**src/rtl/det_pkg.sv**
```systemverilog
// Shared types and default sizing for the det_arbiter block.
package det_pkg;

    typedef enum logic [1:0] {
        IDLE  = 2'd0,
        SHIFT = 2'd1,
        RESP  = 2'd2
    } ctrl_state_t;

    typedef enum logic [1:0] {
        S0 = 2'd0,
        S1 = 2'd1,
        S2 = 2'd2,
        S3 = 2'd3
    } det_state_t;

    localparam int DEF_WORD_W = 8;
    localparam int DEF_CNT_W  = 4;

endpackage

```
**src/rtl/det_pattern_fsm.sv**
```systemverilog
// Four-state serial pattern detector with a Mealy hit output and a
// synchronous clear that overrides the serial input.
module det_pattern_fsm
    import det_pkg::*;
(
    input  logic clk,
    input  logic rst,
    input  logic clr,
    input  logic x,
    output logic y
);

    det_state_t state_r;

    // Detector state register; clr returns to S0 regardless of x
    always_ff @(posedge clk or negedge rst) begin
        if (!rst) begin
            state_r <= S0;
        end else if (clr) begin
            state_r <= S0;
        end else begin
            case (state_r)
                S0:      state_r <= x ? S1 : S0;
                S1:      state_r <= x ? S2 : S1;
                S2:      state_r <= x ? S2 : S3;
                S3:      state_r <= x ? S0 : S1;
                default: state_r <= S0;
            endcase
        end
    end

    assign y = (state_r == S3) && x;

endmodule

```
**src/rtl/det_arbiter.sv**
```systemverilog
// Two-requester front end for the shared serial detector: arbitrate, shift the
// granted word MSB-first, count hits, return the count with the requester id.
// Define DET_RR_ARB_EN for round-robin grant; default is fixed priority to req0.
module det_arbiter
    import det_pkg::*;
#(
    parameter int WORD_W = DEF_WORD_W,
    parameter int CNT_W  = DEF_CNT_W
) (
    input  logic              clk,
    input  logic              rst,
    input  logic              req0_valid,
    input  logic [WORD_W-1:0] req0_data,
    output logic              req0_ready,
    input  logic              req1_valid,
    input  logic [WORD_W-1:0] req1_data,
    output logic              req1_ready,
    output logic              rsp_valid,
    output logic              rsp_id,
    output logic [CNT_W-1:0]  rsp_count,
    input  logic              rsp_ready
);

    localparam int IDX_W = $clog2(WORD_W);

    ctrl_state_t       state_r;
    logic [WORD_W-1:0] shreg_r;
    logic [IDX_W-1:0]  idx_r;
    logic              grant_s;
    logic              xfer_s;
    logic              hit_s;
    logic              clr_s;
    logic              x_s;

`ifdef DET_RR_ARB_EN
    logic              ptr_r;

    // Tie-break pointer: after each transfer it favours the requester that lost
    always_ff @(posedge clk or negedge rst) begin
        if (!rst) begin
            ptr_r <= 1'b0;
        end else if (xfer_s) begin
            ptr_r <= ~grant_s;
        end else begin
            ptr_r <= ptr_r;
        end
    end

    // Round-robin grant: a lone valid always wins, ties go to the pointer
    always_comb begin
        grant_s = 1'b0;
        if (req0_valid && req1_valid) begin
            grant_s = ptr_r;
        end else if (req1_valid) begin
            grant_s = 1'b1;
        end else begin
            grant_s = 1'b0;
        end
    end
`else
    // Fixed-priority grant: req0 wins whenever it is valid
    always_comb begin
        grant_s = 1'b0;
        if (req0_valid) begin
            grant_s = 1'b0;
        end else if (req1_valid) begin
            grant_s = 1'b1;
        end else begin
            grant_s = 1'b0;
        end
    end
`endif

    // rst appears here so both readys drop the instant reset is asserted
    assign req0_ready = rst && (state_r == IDLE) && !grant_s && req0_valid;
    assign req1_ready = rst && (state_r == IDLE) &&  grant_s && req1_valid;
    assign xfer_s     = req0_ready || req1_ready;

    // Detector only runs while shifting, so no state leaks between words
    assign clr_s = (state_r != SHIFT);
    assign x_s   = shreg_r[idx_r];

    det_pattern_fsm u_det (
        .clk (clk),
        .rst (rst),
        .clr (clr_s),
        .x   (x_s),
        .y   (hit_s)
    );

    // Controller: accept a word, shift it out, then hold the result until taken
    always_ff @(posedge clk or negedge rst) begin
        if (!rst) begin
            state_r   <= IDLE;
            shreg_r   <= {WORD_W{1'b0}};
            idx_r     <= {IDX_W{1'b0}};
            rsp_valid <= 1'b0;
            rsp_id    <= 1'b0;
            rsp_count <= {CNT_W{1'b0}};
        end else begin
            case (state_r)
                IDLE: begin
                    if (xfer_s) begin
                        shreg_r   <= grant_s ? req1_data : req0_data;
                        rsp_id    <= grant_s;
                        rsp_count <= {CNT_W{1'b0}};
                        idx_r     <= IDX_W'(WORD_W - 1);
                        state_r   <= SHIFT;
                    end
                end
                SHIFT: begin
                    if (hit_s && (rsp_count != {CNT_W{1'b1}})) begin
                        rsp_count <= rsp_count + CNT_W'(1);
                    end
                    if (idx_r == {IDX_W{1'b0}}) begin
                        rsp_valid <= 1'b1;
                        state_r   <= RESP;
                    end else begin
                        idx_r <= idx_r - IDX_W'(1);
                    end
                end
                RESP: begin
                    if (rsp_ready) begin
                        rsp_valid <= 1'b0;
                        state_r   <= IDLE;
                    end
                end
                default: begin
                    rsp_valid <= 1'b0;
                    state_r   <= IDLE;
                end
            endcase
        end
    end

endmodule

```
**config.mk**
```make
export PLATFORM = sky130hd
export DESIGN_NAME = det_arbiter
export DESIGN_NICKNAME = d
export VERILOG_FILES = /design/src/rtl/det_pkg.sv /design/src/rtl/det_pattern_fsm.sv /design/src/rtl/det_arbiter.sv
export SDC_FILE = /design/constraint.sdc
export NUM_CORES = 1
export LEC_CHECK = 0
export CAP_MARGIN = 20
export CORE_UTILIZATION = 40
export CTS_CLUSTER_SIZE = 12
export DETAILED_ROUTE_END_ITERATION = 8
export PLACE_DENSITY = 0.66
export SKIP_CTS_REPAIR_TIMING = 1
export SYNTH_ARGS = -nofsm -noshare
export SYNTH_HDL_FRONTEND = slang
export SYNTH_SLANG_ARGS = --single-unit
export TNS_END_PERCENT = 30
```
**constraint.sdc**
```tcl
create_clock -name clk -period 2 [get_ports clk]
set_clock_uncertainty 0.05 [all_clocks]
set_input_delay 0.3 -clock clk [delete_from_list [all_inputs] [get_ports clk]]
set_output_delay 0.3 -clock clk [all_outputs]
set_load 0.01 [all_outputs]
```
==> impl_metrics.toml <==
[outcome]
outcome = "finished, violations left"
violations = "design-rule violations, negative hold slack, negative setup slack"

[clock_tree]
clock_tree_from_tritoncts = "done"
worst_setup_hold_path_clk_slew_ns = 0.13
clockBufferDepth = 2
clock_latency_ns = 0.32
cts.sink_count = 21
cts_htree_levels = 1
cts.root.buffer_cell = "sky130_fd_sc_hd__clkbuf_4"
cts_buffers = 3

[critical_path]
cp_max_fo = 5
worstPathArrival_ns = 1.74
critical_path.endpoint_type = "output pin"
path_class = "reg2out"
biggest_cell_delay_along_the_critical_path_ns = 0.53
worstPathRequired_ns = 1.65
path_buf_inv = 2
timing.critical_path.cells = "nor3b_4 -> nand2_1 -> inv_1 -> clkdlybuf4s50_1"
critPathLaunchType = "flop"
cpLargestDelayFamily = "buffers and inverters"
critical-path-slowest-cell = "sky130_fd_sc_hd__clkdlybuf4s50_1"

[final_layout]
fillers = 252
area_growth_syn_to_layout_pct = 33.2
drive_above_1_share = 0.177
diodes = 0
finish.instance_area_um2 = 1640
final_nets = 183
non_filler_instance_count_after_layout = 189

[sta]
fin_hold_viols = 10
finalSetupTns_ns = -0.0913
setup-violations-final = 1
setup_repair_after_global_routing_missed_its_margin = "yes"
holdWs_ns = -0.0127
drv_slew = 0
post-route-worst-setup-slack_ns = -0.0913
final_clock_period_utilization_by_the_worst_path = 1.05
post-route-min-period_ns = 2.09
slew_headroom = 0.752
max_clock_freq_mhz = 478
worst_pin_slew_ns = 0.371

[power_and_ir_drop]
power.static_leakage_nw = 0.778
portion_of_total_power_attributed_to_the_clock_network = 0.106
power_report.internal_total_w = 0.00121
share_comb_of_total_power = 0.496
power.sequential.fraction = 0.398
switching_share = 0.405
irDropWorstVdd_v = 0.000612
power_density_nw_per_um2 = 1240
switchingPower_w = 0.000825

[global_routing]
antenna_found_initial = 0
grt_first_pass_wirelength_mm = 4.43
globalRouteTotalUtil = 0.178
grt_overflow = 0
via_count_of_the_first_global_routing_pass = 950
grt_start_max_net_pins = 18

[placement]
place_ws_ns = -0.268
hpwlAfterDp_mm = 2.10
dp_cells = 184
gp_congestion = 0.752
placement.cell_area_um2 = 1580
io_buffers = 28

[synthesis]
netlist_top_cells_area = "sky130_fd_sc_hd__dfrtp_1 43%, sky130_fd_sc_hd__mux2i_1 11%, sky130_fd_sc_hd__nand2_1 5.2%, sky130_fd_sc_hd__o21ai_0 3.7%, sky130_fd_sc_hd__ha_1 3.0%"
yosys.cell_types.count = 37
synth.net_count = 145
synth_sequential_area_ratio = 0.427
ys_async_sr_fraction = 1.00
number_of_warnings_issued_by_yosys = 0
syn-cell-area_um2 = 1230
synth_edf_count = 0
yosys_most_used_dff = "sky130_fd_sc_hd__dfrtp_1"
synth_top_area_cell = "sky130_fd_sc_hd__dfrtp_1"
syn_avg_cell_area_um2 = 10.2
yosys_register_bits = 21
synth_top_cell_area_share = 0.427
synthCells = 121
synthTopCellsByCount = "21 x sky130_fd_sc_hd__dfrtp_1, 17 x sky130_fd_sc_hd__nand2_1, 13 x sky130_fd_sc_hd__mux2i_1"
yosysMostFrequentCell = "sky130_fd_sc_hd__dfrtp_1"

[drt]
met3RoutedLength_um = 99
dr_total_vias = 1007
detail-route-antenna-nets = 0
met2RoutedLength_mm = 1.41
detail_route.wirelength.met1_mm = 1.23
detailedRoute.firstIterationViolations = 17
topRoutingLayerUsed = "met4"
first_pass_iters = 6
route.detailed.vias_per_inst = 5.33
totalWireLength_mm = 2.79
post_drt_wl_per_cell_um = 14.8
drc = 1

[floorplanning]
ioPinCount = 29
floorplan.die_area_um2 = 3300
die_h_um = 57.5
floorplan.core_area_um2 = 2830
initial_utilization = 0.435
placementRows = 19
die-width_um = 57.5

[worst_hold_path]
hold_class = "in2async"

[run]
cap_viol_max_count = 0
==> power by group through the flow <==
stage               registers, W  clock network (W)  logic [W]
floorplan               0.000781                  0   0.000700
global placement        0.000794                  0   0.000965
detailed placement      0.000805                  0   0.000999
CTS                     0.000794           0.000219    0.00101
global route            0.000833           0.000236    0.00113
finish                  0.000812           0.000216    0.00101
==> placed cells by master, fill, tap and decap left out, types with 3 or more instances in the layout <==
cell type	n
sky130_fd_sc_hd__o21ai_0	9
sky130_fd_sc_hd__clkdlybuf4s50_1	26
sky130_fd_sc_hd__clkbuf_4	3
sky130_fd_sc_hd__dfrtp_1	19
sky130_fd_sc_hd__mux2i_1	13
sky130_fd_sc_hd__a21oi_1	4
sky130_fd_sc_hd__inv_1	6
sky130_fd_sc_hd__buf_4	9
sky130_fd_sc_hd__ha_1	3
sky130_fd_sc_hd__nand2_1	17
sky130_fd_sc_hd__nor2_1	7
sky130_fd_sc_hd__nand3_1	5
==> routing by layer <==
layer | GRT usage | vias up
met5 | 0 | -
met4 | 0.0348 | 0
met3 | 0.0544 | 4
met2 | 0.302 | 17
met1 | 0.224 | 480
li1 | - | 506
==> through the flow <==
step / power, W / utilization
after global placement: 0.00176 / 0.557
after detailed placement: 0.00180 / 0.557
after global routing: 0.00220 / 0.580
final: 0.00204 / 0.580
after floorplan: 0.00148 / -
after CTS: 0.00202 / 0.566
==> worst paths after layout <==
path                            startpoint            to  slack [ns]  cells past startpoint
worst max-delay path            state_r[1]    req0_ready       -0.09                      4
max in group asynchronous              rst  rsp_count[3]        1.29                      3
worst min register to register  shreg_r[3]    shreg_r[3]        0.44                      2
worst max register to register    idx_r[0]      idx_r[1]        0.13                      6
worst min-delay path                   rst      idx_r[0]       -0.01                      2
min in group clk                shreg_r[3]    shreg_r[3]        0.44                      2
==> layout make-up <==
cell class / instances / area, µm² / share of cell area
well taps: 31 / 38.8 / 0.0236
repair buffers: 38 / 363 / 0.221
flip-flops and latches: 21 / 528 / 0.322
clock buffers: 4 / 26.3 / 0.0160
multi-input cells: 89 / 662 / 0.404
inverters: 6 / 22.5 / 0.0137
==> state kept, by name (all words and copies together) (netlist names) <==
| name | count |
|---|---|
| state_r | 2 |
| shreg_r | 8 |
| idx_r | 3 |
| u_det.state_r | 2 |
| rsp_count | 4 |
| rsp_id | 1 |
| rsp_valid | 1 |
==> kinds of logic after synthesis <==
kind of cell	Yosys count	synth area share
flops	21	0.427
mux	14	0.118
fa+ha+maj	3	0.0305
simple gates	45	0.194
buf+inv	11	0.0528
compound gates	27	0.178
Power figures use the tool's default switching activity.
==> RTL edit (same flow settings) <==
The 4 states of `det_state_t` get a one-hot encoding in 4 bits.
--- a/src/rtl/det_pkg.sv
+++ b/src/rtl/det_pkg.sv
@@ -7,11 +7,11 @@
         RESP  = 2'd2
     } ctrl_state_t;
 
-    typedef enum logic [1:0] {
-        S0 = 2'd0,
-        S1 = 2'd1,
-        S2 = 2'd2,
-        S3 = 2'd3
+    typedef enum logic [3:0] {
+        S0 = 4'b0001,
+        S1 = 4'b0010,
+        S2 = 4'b0100,
+        S3 = 4'b1000
     } det_state_t;
 
     localparam int DEF_WORD_W = 8;
Check against the original RTL: same outputs for any inputs over 10 cycles, from zero or initial values and one cycle with rst low; not proved beyond that.
==> RTL edit against the original RTL <==
Setup slack gained 0.31 ns; fmax is 18% higher; die area is 4.4% higher; wire length down 14%; sequential cell count increased by 2; cell area rose by 1.1%; total power is 4.7% lower; synthesized area rose by 4.6%; critical path type is now register to register.
==> RTL edit: results <==
metrics = {
    "run_status": {
        "status": "finished clean",
    },
    "setup_path": {
        "cp.arrival_ns": 1.98,
        "path_max_fanout": 4,
        "crit_start": "state_r[1]$_DFFE_PN0P_",
    },
    "grt": {
        "grt_use_total_pct": 16.6,
        "grt_use_met2_pct": 29.5,
        "gr-usage-met3_pct": 3.30,
        "grt_pass1_vias": 1001,
        "met1_usage_pct": 19.8,
        "grt_max_degree": 24,
        "grt_pass1_wl_microns": 4280,
        "antenna_found_initial": 0,
    },
    "logic_synthesis": {
        "synth-xor-area-share_pct": 0,
        "netlist_top_cells_count": "dfrtp_1 (22), nand2_1 (18), mux2i_1 (14), o21ai_0 (10), nor2_1 (8)",
        "ys_seq_area_share_pct": 44.8,
        "ys.flop_type": "dfrtp_1",
        "syn_nets": 151,
        "synth.area.mux_share_pct": 12.1,
        "synth_adder_area_share_pct": 2.92,
        "synthArstFlopShare_pct": 100,
        "synth_compound_area_share_pct": 10.8,
        "yosysWarnings": 0,
        "syn_inst": 127,
        "yosysUniqueCellTypes": 39,
        "synthTopCellsByArea": "dfrtp_1 (43%), mux2i_1 (11%), nand2_1 (5.2%), o21ai_0 (3.9%), buf_6 (3.5%)",
    },
    "final_layout": {
        "n_fill_cell": 301,
        "drive_gt1_share_pct": 13.2,
        "reg_top3": "shreg_r x8, rsp_count x4, u_det.state_r x4",
        "antennaDiodeCount": 0,
        "nNetsFinal": 184,
    },
    "detailed_routing": {
        "vias_per_cell": 4.94,
        "routedWlPerCell_microns": 11.9,
        "dr.max_layer_used": "met4",
        "routed_wl_microns": 2410,
        "first_pass_iters": 4,
        "drt-met1-wl_microns": 1120,
        "wl_met2_microns": 1210,
        "route.met3.wl_microns": 69,
        "drtIter0Drc": 41,
    },
    "clock_tree": {
        "clockBufferDepth": 2,
        "cts_inserted_buffers": 3,
        "clock_latency_ns": 0.30,
        "cts_root_buf": "clkbuf_4",
        "h-tree-depth": 1,
        "clk_pin_slew_worst_paths_ns": 0.12,
    },
    "power": {
        "irDropWorstVdd_uv": 538,
        "p_int_w": 0.00121,
        "cellLeakagePower_nw": 0.794,
    },
    "placement": {
        "gp_congestion": 0.789,
        "hpwlAfterDp_microns": 1890,
        "placedCellCount": 197,
        "dp_slack_ns": -0.202,
        "portBuffers": 28,
        "place_area_sq_um": 1600,
    },
    "sta": {
        "relSlewSlack_pct": 68.3,
    },
    "worst_hold_path": {
        "hold_class": "input pin to asynchronous set/reset pin",
    },
}
==> RTL edit: changes by cell type after synthesis, sizes merged, moves of 2 or more <==
cell | unedited run | this run
a32o | 2 | 0
and2b | 2 | 0
o21ai | 10 | 12
a21oi | 4 | 2
nor3 | 2 | 0
inv | 6 | 3
and3 | 0 | 4
==> RTL edit: layout make-up <==
cell class | instances | area [sq um] | area share [%]
flip-flops and latches | 23 | 578 | 34.8
multi-input cells | 94 | 654 | 39.4
inverters | 4 | 15.0 | 0.905
well taps | 44 | 55.1 | 3.32
clock buffers | 4 | 26.3 | 1.58
repair buffers | 34 | 330 | 19.9
==> RTL edit: power groups by stage <==
stage | sequential, W | clock [W] | combinational (W)
6_report | 0.000794 | 0.000211 | 0.000937
5_1_grt | 0.000823 | 0.000235 | 0.00106
4_1_cts | 0.000788 | 0.000220 | 0.000932
3_5_place_dp | 0.000796 | 0 | 0.000932
3_3_place_gp | 0.000789 | 0 | 0.000898
2_1_floorplan | 0.000790 | 0 | 0.000697
==> RTL edit: worst paths after layout <==
| path | cells after the start | slack [ns] | endpoint |
|---|---|---|---|
| max reg2reg | 6 | 0.22 | u_det.state_r[0]$_DFF_PN1_ |
| max | 6 | 0.22 | u_det.state_r[0]$_DFF_PN1_ |
| max in group asynchronous | 2 | 1.30 | u_det.state_r[0]$_DFF_PN1_ |
| min reg2reg | 1 | 0.44 | rsp_id$_DFFE_PN0P_ |
| min in group clk | 1 | 0.44 | rsp_id$_DFFE_PN0P_ |
| min | 2 | 0.32 | state_r[0]$_DFFE_PN0P_ |
==> RTL edit: critical path, stage by stage, from the launching register on <==
cell	delay (ns)
dfrtp_2	0.46
buf_4	0.14
nand2b_2	0.22
nor2_1	0.16
nor4bb_1	0.41
mux2i_1	0.13
and3_1	0.16
